$ cat src/rtl/ex_mem_reg.sv
// EX/MEM pipeline register with stall/flush and WB->store-data forwarding.
// Optional alignment trap for loads/stores: define MISALIGN_TRAP_EN.
module ex_mem_reg #(
    parameter int DATA_W = 32,
    parameter int REG_W  = 5
) (
    input  logic              clk,
    input  logic              reset,
    input  logic              stall,
    input  logic              flush,
    input  logic              EX_valid,
    input  logic [DATA_W-1:0] EX_ALU_out,
    input  logic [DATA_W-1:0] EX_RegB,
    input  logic [REG_W-1:0]  EX_Rt,
    input  logic [REG_W-1:0]  EX_Write_register,
    input  logic              EX_MemRead,
    input  logic              EX_MemWrite,
    input  logic              EX_RegWrite,
    input  logic [1:0]        EX_MemtoReg,
    input  logic [DATA_W-1:0] EX_PC_plus4,
    input  logic              WB_RegWrite,
    input  logic [REG_W-1:0]  WB_Write_register,
    input  logic [DATA_W-1:0] WB_data,
    output logic              MEM_valid,
    output logic [DATA_W-1:0] MEM_ALU_out,
    output logic [DATA_W-1:0] MEM_RegB,
    output logic [REG_W-1:0]  MEM_Write_register,
    output logic              MEM_MemRead,
    output logic              MEM_MemWrite,
    output logic              MEM_RegWrite,
    output logic [1:0]        MEM_MemtoReg,
    output logic [DATA_W-1:0] MEM_PC_plus4,
    output logic              misalign_exc,
    output logic [DATA_W-1:0] misalign_addr
);

    logic              r_valid;
    logic [DATA_W-1:0] r_alu;
    logic [DATA_W-1:0] r_regb;
    logic [REG_W-1:0]  r_rt;
    logic [REG_W-1:0]  r_wr;
    logic              r_mr;
    logic              r_mw;
    logic              r_rw;
    logic [1:0]        r_mtr;
    logic [DATA_W-1:0] r_pc4;

    logic              w_mis;
    logic              w_capture;
    logic              w_fwd;

    assign w_capture = ~flush & ~stall;

`ifdef MISALIGN_TRAP_EN
    assign w_mis = EX_valid & (EX_MemRead | EX_MemWrite)
                 & (EX_ALU_out[1:0] != 2'b00);
`else
    assign w_mis = 1'b0;
`endif

    always_ff @(posedge clk or negedge reset) begin
        if (!reset) begin
            r_valid <= 1'b0;
            r_alu   <= '0;
            r_regb  <= '0;
            r_rt    <= '0;
            r_wr    <= '0;
            r_mr    <= 1'b0;
            r_mw    <= 1'b0;
            r_rw    <= 1'b0;
            r_mtr   <= 2'b00;
            r_pc4   <= '0;
        end else if (flush) begin
            r_valid <= 1'b0;
            r_alu   <= '0;
            r_regb  <= '0;
            r_rt    <= '0;
            r_wr    <= '0;
            r_mr    <= 1'b0;
            r_mw    <= 1'b0;
            r_rw    <= 1'b0;
            r_mtr   <= 2'b00;
            r_pc4   <= '0;
        end else if (!stall) begin
            // A trapped access stays valid but loses all side effects.
            r_valid <= EX_valid;
            r_alu   <= EX_ALU_out;
            r_regb  <= EX_RegB;
            r_rt    <= EX_Rt;
            r_wr    <= EX_Write_register;
            r_mr    <= EX_MemRead  & EX_valid & ~w_mis;
            r_mw    <= EX_MemWrite & EX_valid & ~w_mis;
            r_rw    <= EX_RegWrite & EX_valid & ~w_mis;
            r_mtr   <= EX_MemtoReg;
            r_pc4   <= EX_PC_plus4;
        end
    end

`ifdef MISALIGN_TRAP_EN
    logic              r_exc;
    logic [DATA_W-1:0] r_addr;

    // The pulse drops on any non-capture edge; the address is sticky.
    always_ff @(posedge clk or negedge reset) begin
        if (!reset) begin
            r_exc  <= 1'b0;
            r_addr <= '0;
        end else begin
            r_exc <= w_capture & w_mis;
            if (w_capture && w_mis) begin
                r_addr <= EX_ALU_out;
            end
        end
    end

    assign misalign_exc  = r_exc;
    assign misalign_addr = r_addr;
`else
    assign misalign_exc  = 1'b0;
    assign misalign_addr = '0;
`endif

    // Register 0 never forwards.
    assign w_fwd = r_mw & WB_RegWrite
                 & (WB_Write_register != '0)
                 & (WB_Write_register == r_rt);

    assign MEM_valid          = r_valid;
    assign MEM_ALU_out        = r_alu;
    assign MEM_RegB           = w_fwd ? WB_data : r_regb;
    assign MEM_Write_register = r_wr;
    assign MEM_MemRead        = r_mr;
    assign MEM_MemWrite       = r_mw;
    assign MEM_RegWrite       = r_rw;
    assign MEM_MemtoReg       = r_mtr;
    assign MEM_PC_plus4       = r_pc4;

endmodule

$ cat config.mk
export PLATFORM = sky130hd
export DESIGN_NAME = ex_mem_reg
export DESIGN_NICKNAME = d
export VERILOG_FILES = /design/src/rtl/ex_mem_reg.sv
export SDC_FILE = /design/constraint.sdc
export NUM_CORES = 1
export LEC_CHECK = 0
export ABC_AREA = 1
export BUFFER_PORTS_ARGS = -buffer_cell sky130_fd_sc_hd__buf_2
export CORE_AREA = 2 2 116 118
export CTS_CLUSTER_DIAMETER = 50
export CTS_CLUSTER_SIZE = 12
export DETAILED_ROUTE_END_ITERATION = 12
export DIE_AREA = 0 0 118 120
export PLACE_DENSITY = 0.85
export SLEW_MARGIN = 20
export SYNTH_ARGS = -nofsm -noshare
export SYNTH_HDL_FRONTEND = slang
export SYNTH_SLANG_ARGS = --single-unit
$ cat constraint.sdc
create_clock -name clk -period 1.5 [get_ports clk]
set_input_delay 0.15 -clock clk [delete_from_list [all_inputs] [get_ports clk]]
set_output_delay 0.15 -clock clk [all_outputs]
set_load 0.01 [all_outputs]
; ---- Word level (Yosys, flattened, before mapping)
; Index checks and enable logic that the tools add are counted.
[totals]
word_cells = 40
input_bits = 154
mem_count = 0
ram_bits = 0
romBits = 0
ff_bits = 112
latch_bits = 0
[op_classes]
n_eq_ne = 2
bitwise = 6
div_mod_pow = 0
n_addsub = 0
n_reduce_logical = 1
order_cmp = 0
n_shift = 0
n_mux = 21
mul = 0
[ops]
columns = op, n
row1 = $mux 32, 7
row2 = $mux 5, 4
row3 = $mux 1, 8
row4 = $and 1x1->1, 6
row5 = $eq 5x5->1, 1
row6 = $reduce_bool 5->1, 1
row7 = $mux 2, 2
row8 = $ne 2x1->1 const B, 1

; ---- Depth between registers and ports, before layout
; Gate-level depths: netlist of run 1.
[depth]
ltp_word = 4
ltp_mapped = 10
mapped_depth_nobuf = 9

; ---- Worst setup path after synthesis of run 1
; OpenSTA, ideal clock, no wires.
[synth_path]
path_kind = register to output
from = register r_mw, in the netlist MEM_MemWrite
to = output MEM_RegB[0]
n_path_buf = 1
path_stages_with_launch = 8
t_required_ps = 1350
path_slack_ps = 198
arrival_ps = 1152
path_cell_list = dfrtp_1 nand2_1 a21oi_2 nand3_1 nor2_4 buf_6 nand3_1 nand2_1
[synth_between]
elab_chain_cells = 4
[synth_lines]
columns = item, line_no
row1 = from (decl), 43  ; logic r_mw;
row2 = from (signal assigned), 92  ; r_mw <= EX_MemWrite & EX_valid & ~w_mis;
row3 = $and 1x1->1, 124  ; assign w_fwd = r_mw & WB_RegWrite
row4 = $and 1x1->1, 125  ; & (WB_Write_register != '0)
row5 = $and 1x1->1, 126  ; & (WB_Write_register == r_rt);
row6 = $mux 32, 130  ; assign MEM_RegB = w_fwd ? WB_data : r_regb;
row7 = to (decl), 26  ; output logic [DATA_W-1:0] MEM_RegB,
; Every way passes these cells.

; ---- Final worst setup path of run 1
[layout_path]
from = register r_mw, in the netlist MEM_MemWrite
to = output MEM_RegB[6]
; The elaborated chain is that of the path after synthesis.

==> flow_summary.ini, run 1 <==
[global_routing]
grt_overflow_total = 0
grt_first_pass_wirelength_um = 26080
grtUsageTotal_pct = 22.89
antenna_found_initial = 1
grt_max_degree = 74
grt_pass1_vias = 5487

[sta]
maxSlewViolCount = 0
fin_skew_ps = 0
rsz0062_at_grt = true
final_hold_viol_count = 0
hold_slack_ps = 10.06
worst_slack_ps = -373.1
setup_viol = 32
fmax_ghz = 0.5339
fin_crit_sh_pct = 124.9
layout_min_cycle_time_ps = 1873

[route]
ant_nets = 0
routed_wl_um = 16450
drt-vias-per-instance = 4.852
vias = 5551
post_drt_wl_per_cell_um = 14.38
first_iter_violations = 361
dr.pass1.iters = 6
drc = 0

[power_and_ir_drop]
power-per-cell-area_nw_per_um2 = 904.6
switchingPower_w = 0.001886
intPower_w = 0.005022
ir_worst_vdd_mv = 0.5761
switching_share_pct = 27.30
comb_power_share_pct = 16.9
pwr-share-clk_pct = 35.6
p_leak_nw = 4.542
p_seq_share_pct = 47.5

[floorplanning]
die_w_um = 118
io_pins = 294
dieArea_um2 = 14160
initial_utilization_pct = 41.05
placementRows = 42
dieHeight_um = 120
core_um2 = 12980

[clock_tree]
numCtsBuffers = 9
h-tree-depth = 3
clockBufferDepth = 2
cts_tree = yes
clkSinkCount = 112
clk_pin_slew_ps = 70
insertion_delay_ps = 340
cts.root.buffer_cell = clkbuf_16

[logic_synthesis]
synth_seq_area_share_pct = 52.59
synth_area_um2 = 5329
synthArstFlopShare_pct = 100.0
yosysTopAreaCellShare_pct = 52.59
synth-edff-count = 0
yosys.area.top_type = dfrtp_1
syn_area_per_cell_um2 = 8.123
syn_inst = 656
ys_ff_latch = 112
synth_warnings = 0
synth_cell_types = 21
synth_flop_cell = dfrtp_1
synthTopCellsByArea = dfrtp_1 53%, nand2_1 20%, nand3_1 14%

[placement]
globalplace.congestion = 0.8233
place_area_um2 = 6669
io_buffers = 260
hpwl_um = 10370
post-place-ws_ps = 29.94

[min_path]
min_path_type = primary input to flop

[worst_setup_path]
crit_required_ps = 1350
cpPeakStageDelay_ps = 370
critPathArrivalTime_ps = 1720
cp_max_fo = 32
cp_cell_sequence = nand2_1 -> a21oi_2 -> nand3_1 -> nor2_4 -> buf_12 -> nand3_1 -> nand2_1 -> buf_2
cp_num_buf_inv = 2
start_kind = flop
crit_type = flop to output port
slowest_stage = dfrtp_1
critPathTopFamily = simple AND/OR/NAND/NOR gates
end_kind = output port

[final_layout]
layout.nets = 1116
seq_area_um2 = 2803
area_growth_syn_to_layout_pct = 43.30
finish.utilization_pct = 58.83
multiInputGateArea_um2 = 2079
final_area_um2 = 7636
drive_gt1_share_pct = 31.95
fillers = 1101

[run_status]
status = finished with violations
violations = setup timing

[job]
cap_viol_max_count = 0
## cells in the mapped netlist (2+ instances only)
cell / instances
buf_1: 4
buf_2: 8
buf_4: 42
buf_6: 9
clkbuf_1: 14
dfrtp_1: 112
inv_1: 11
inv_2: 3
nand2_1: 286
nand2_2: 7
nand3_1: 144
nor2_1: 2
nor2_2: 2
o21ai_0: 5
## through the flow
step                cells  TNS (ps)  total power [W]
floorplan             688         0         0.003871
global placement     1062         0         0.004324
detailed placement   1062         0         0.004354
CTS                  1141     -9914         0.006935
global route         1143    -13980         0.007232
finish               1144     -9949         0.006908
## power groups by stage
stage / sequential [W] / combinational, W / clock [W]
CTS: 0.00328 / 0.00115 / 0.00251
global placement: 0.00333 / 0.000994 / 0
finish: 0.00328 / 0.00117 / 0.00246
floorplan: 0.00338 / 0.000493 / 0
global route: 0.00330 / 0.00129 / 0.00265
detailed placement: 0.00333 / 0.00102 / 0
## what timing repair did
item | in CTS | in global routing
gates resized for setup | 2 | 1
hold buffers | 63 | 2
endpoints found under the setup margin | 32 | 32
endpoints found under the hold margin | 89 | 2
buffers inserted | 0 | 0
## cell families after synthesis
logic type,Yosys count,synth area share [%]
flip-flops,112,52.59
AND/OR/NAND/NOR,444,35.62
AO/OA/AOI/OAI,8,0.8921
other,1,0.07037
buffers and inverters,91,10.82
## flip-flops by register name, summed over array words and instances, names as in the netlist
| register | cells |
|---|---|
| MEM_MemWrite | 1 |
| MEM_PC_plus4 | 32 |
| r_regb | 32 |
| MEM_MemtoReg | 2 |
| MEM_ALU_out | 32 |
| MEM_MemRead | 1 |
| MEM_RegWrite | 1 |
| MEM_valid | 1 |
| r_rt | 5 |
| MEM_Write_register | 5 |
## worst min-delay path, stage by stage
cell	delay, ps
buf_2	80
nand2_1	50
nand2_1	50
## placed cells by master (no fill, tap or decap)
master / count
a21oi_2: 1
buf_12: 8
buf_2: 258
buf_4: 8
buf_6: 1
bufinv_16: 1
clkbuf_1: 1
clkbuf_16: 9
clkinv_4: 1
clkinvlp_4: 2
conb_1: 33
dfrtp_1: 112
diode_2: 1
dlygate4sd3_1: 65
inv_1: 11
inv_2: 3
inv_8: 2
nand2_1: 285
nand2_2: 8
nand2_4: 1
nand3_1: 144
nand3_4: 1
nor2_1: 1
nor2_2: 2
nor2_4: 2
o21ai_0: 5
o21ai_1: 1
o21ai_2: 1
## per-layer routing
layer | vias to the layer above | GRT usage (%) | routed length (µm)
met3 | 35 | 4.658 | 1327
met5 | - | 0 | 0
met1 | 2569 | 25.99 | 6170
li1 | 2629 | - | -
met2 | 318 | 41.24 | 8478
met4 | 0 | 10.84 | 468
## path summary, 6_finish.rpt
check                                       from                to  slack [ps]  depth (start not counted)
worst min register to register  MEM_PC_plus4[29]  MEM_PC_plus4[29]         510                          2
max in group asynchronous                  reset         r_regb[9]         670                          3
worst min-delay path               EX_ALU_out[6]    MEM_ALU_out[6]          10                          3
worst max-delay path                MEM_MemWrite       MEM_RegB[6]        -370                          8
worst max register to register   MEM_PC_plus4[5]   MEM_PC_plus4[5]         790                          2
min in group asynchronous                  reset   MEM_ALU_out[16]         280                          2
## layout make-up
| cell class | count | share of cell area [%] |
|---|---|---|
| antenna | 1 | 0.03277 |
| inverter | 14 | 0.6882 |
| clock inverter | 6 | 0.9995 |
| tap | 176 | 2.884 |
| clock buffer | 10 | 2.999 |
| multi-input combinational | 485 | 27.23 |
| timing repair buffer | 340 | 28.46 |
| sequential | 112 | 36.70 |
Note: power is estimated with default switching activity, not from simulation.
==> inputs of run 2 (changes only) <==
==> constraint.sdc (replaced) <==
create_clock -name clk -period 1.5 [get_ports clk]
set_input_delay 0.3 -clock clk [delete_from_list [all_inputs] [get_ports clk]]
set_output_delay 0.3 -clock clk [all_outputs]
set_load 0.01 [all_outputs]
==> run 2 against run 1 <==
  * The flow still finishes with violations (setup timing)
  * Fmax is 6.4% lower
  * Total power is 3.8% lower
  * Sequential power hardly changed
  * Register-to-register slack worse by 80 ps
  * Flip-flop and latch count stayed put
  * Utilization is 4.7 points lower
  * Critical path depth stayed put
  * Sequential share of layout area is 3.2 points higher
  * Worst setup slack worse by 130 ps
  * Highest routed layer unchanged
==> flow_summary.ini, run 2 (synthesized netlist as in run 1, its figures left out) <==
[worst_setup_path]
cp_max_fo = 32
crit_required_ps = 1200
critPathArrivalTime_ps = 1700
crit_type = flop to output port
end_kind = output port
start_kind = flop

[final_layout]
final_cell_mix = 281 x nand2_1, 258 x buf_2, 143 x nand3_1
fillers = 1222
finish.utilization_pct = 54.11
final_common_cell = nand2_1
area_growth_syn_to_layout_pct = 31.79
multiInputGateArea_um2 = 2092
layout.nets = 1053
drive_gt1_share_pct = 34.96
seq_area_um2 = 2803

[route]
dr.pass1.iters = 5
post_drt_wl_per_cell_um = 13.49
drt-vias-per-instance = 4.783
ant_nets = 0
routed_wl_um = 14580
first_iter_violations = 237
drc = 0
vias = 5170

[clock_tree]
h-tree-depth = 3
cts.root.buffer_cell = clkbuf_16
insertion_delay_ps = 340
numCtsBuffers = 9
clkSinkCount = 112
clockBufferDepth = 2
cts_tree = yes
clk_pin_slew_ps = 80

[global_routing]
grt_pass1_vias = 4863
grt_max_degree = 78
grt_overflow_total = 0
grt_first_pass_wirelength_um = 23390
grtUsageTotal_pct = 20.47
antenna_found_initial = 1

[sta]
fin_skew_ps = 0
setup_tns_ps = -15410
fin_crit_sh_pct = 133.4
worst_slack_ps = -500.9
setup_viol = 32
maxSlewViolCount = 0
final_hold_viol_count = 0
rsz0062_at_grt = true
layout_min_cycle_time_ps = 2001
fmax_ghz = 0.4998

[power_and_ir_drop]
p_total_w = 0.006645
p_leak_nw = 4.288
power-per-cell-area_nw_per_um2 = 946.2
ir_worst_vdd_mv = 0.6009

[floorplanning]
core_um2 = 12980
die_w_um = 118
dieArea_um2 = 14160
initial_utilization_pct = 41.05
io_pins = 294
placementRows = 42
dieHeight_um = 120

[min_path]
min_path_type = primary input to flop

[placement]
globalplace.congestion = 0.8463
hpwl_um = 10360
io_buffers = 260

[job]
cap_viol_max_count = 0

[run_status]
violations = setup timing
status = finished with violations
run 2: cell count changes in the layout (fill, tap and decap cells not counted), sizes merged:
cell and change:
buf +1, bufinv -1, clkinv +2, clkinvlp -2, dlygate4sd3 -64, inv +1
run 2: where the power goes:
part           switching (W)  total, W  internal (W)  leakage (nW)
clock                0.00116   0.00234       0.00117         0.142
sequential         0.0000997   0.00328       0.00318          1.49
combinational       0.000611   0.00103      0.000415          2.65
run 2: worst paths after layout:
| check | startpoint | endpoint | slack (ps) | depth (start not counted) |
|---|---|---|---|---|
| worst max-delay path | MEM_MemWrite | MEM_RegB[24] | -500 | 8 |
| worst min-delay path | EX_PC_plus4[14] | MEM_PC_plus4[14] | 130 | 3 |
| worst max register to register | r_rt[0] | r_rt[0] | 710 | 3 |
| worst min register to register | r_regb[30] | r_regb[30] | 510 | 2 |
| max in group asynchronous | reset | r_regb[7] | 610 | 3 |
| min in group asynchronous | reset | MEM_ALU_out[22] | 340 | 2 |
run 2: critical path, stage by stage (launching register included):
cell and delay (ps):
dfrtp_1 350, nand2_1 70, a21oi_2 170, nand3_2 130, nor2_4 110, buf_12 180, nand3_1 120, nand2_1 80
buf_2 120
run 2: what timing repair did:
item | CTS | global route
resized for setup | 5 | 3
endpoints found under the setup margin | 32 | 32
pin swaps | 0 | 1
hold endpoints to repair | 12 | 0
setup buffers | 0 | 0
hold buffers | 1 | 0
run 2: area by class of cell:
| type | instances | share of cell area [%] |
|---|---|---|
| multi-input combinational | 485 | 29.79 |
| timing repair buffer | 277 | 22.23 |
| clock inverter | 6 | 0.8908 |
| tap | 176 | 3.136 |
| clock buffer | 10 | 3.260 |
| sequential | 112 | 39.91 |
| inverter | 14 | 0.7483 |
| antenna | 1 | 0.03563 |
run 2: per-layer routing:
metal	global-route usage, %	part of all wire [%]
met4	7.154	2.1
met1	24.86	40
met2	35.86	50
met3	4.610	7.8
met5	0	0
run 2: through the flow:
stage / setup slack, ps / cells / hold slack, ps / area [µm²]
2_1_floorplan: 47.85 / 688 / 4.409 / 5449
5_1_grt: -669.8 / 1080 / 131.1 / 7020
4_1_cts: -489.2 / 1080 / 124.1 / 7010
3_5_place_dp: -139.4 / 1063 / 171.8 / 6701
6_report: -500.9 / 1081 / 134.1 / 7023
3_3_place_gp: -127.9 / 1063 / 168.8 / 6701
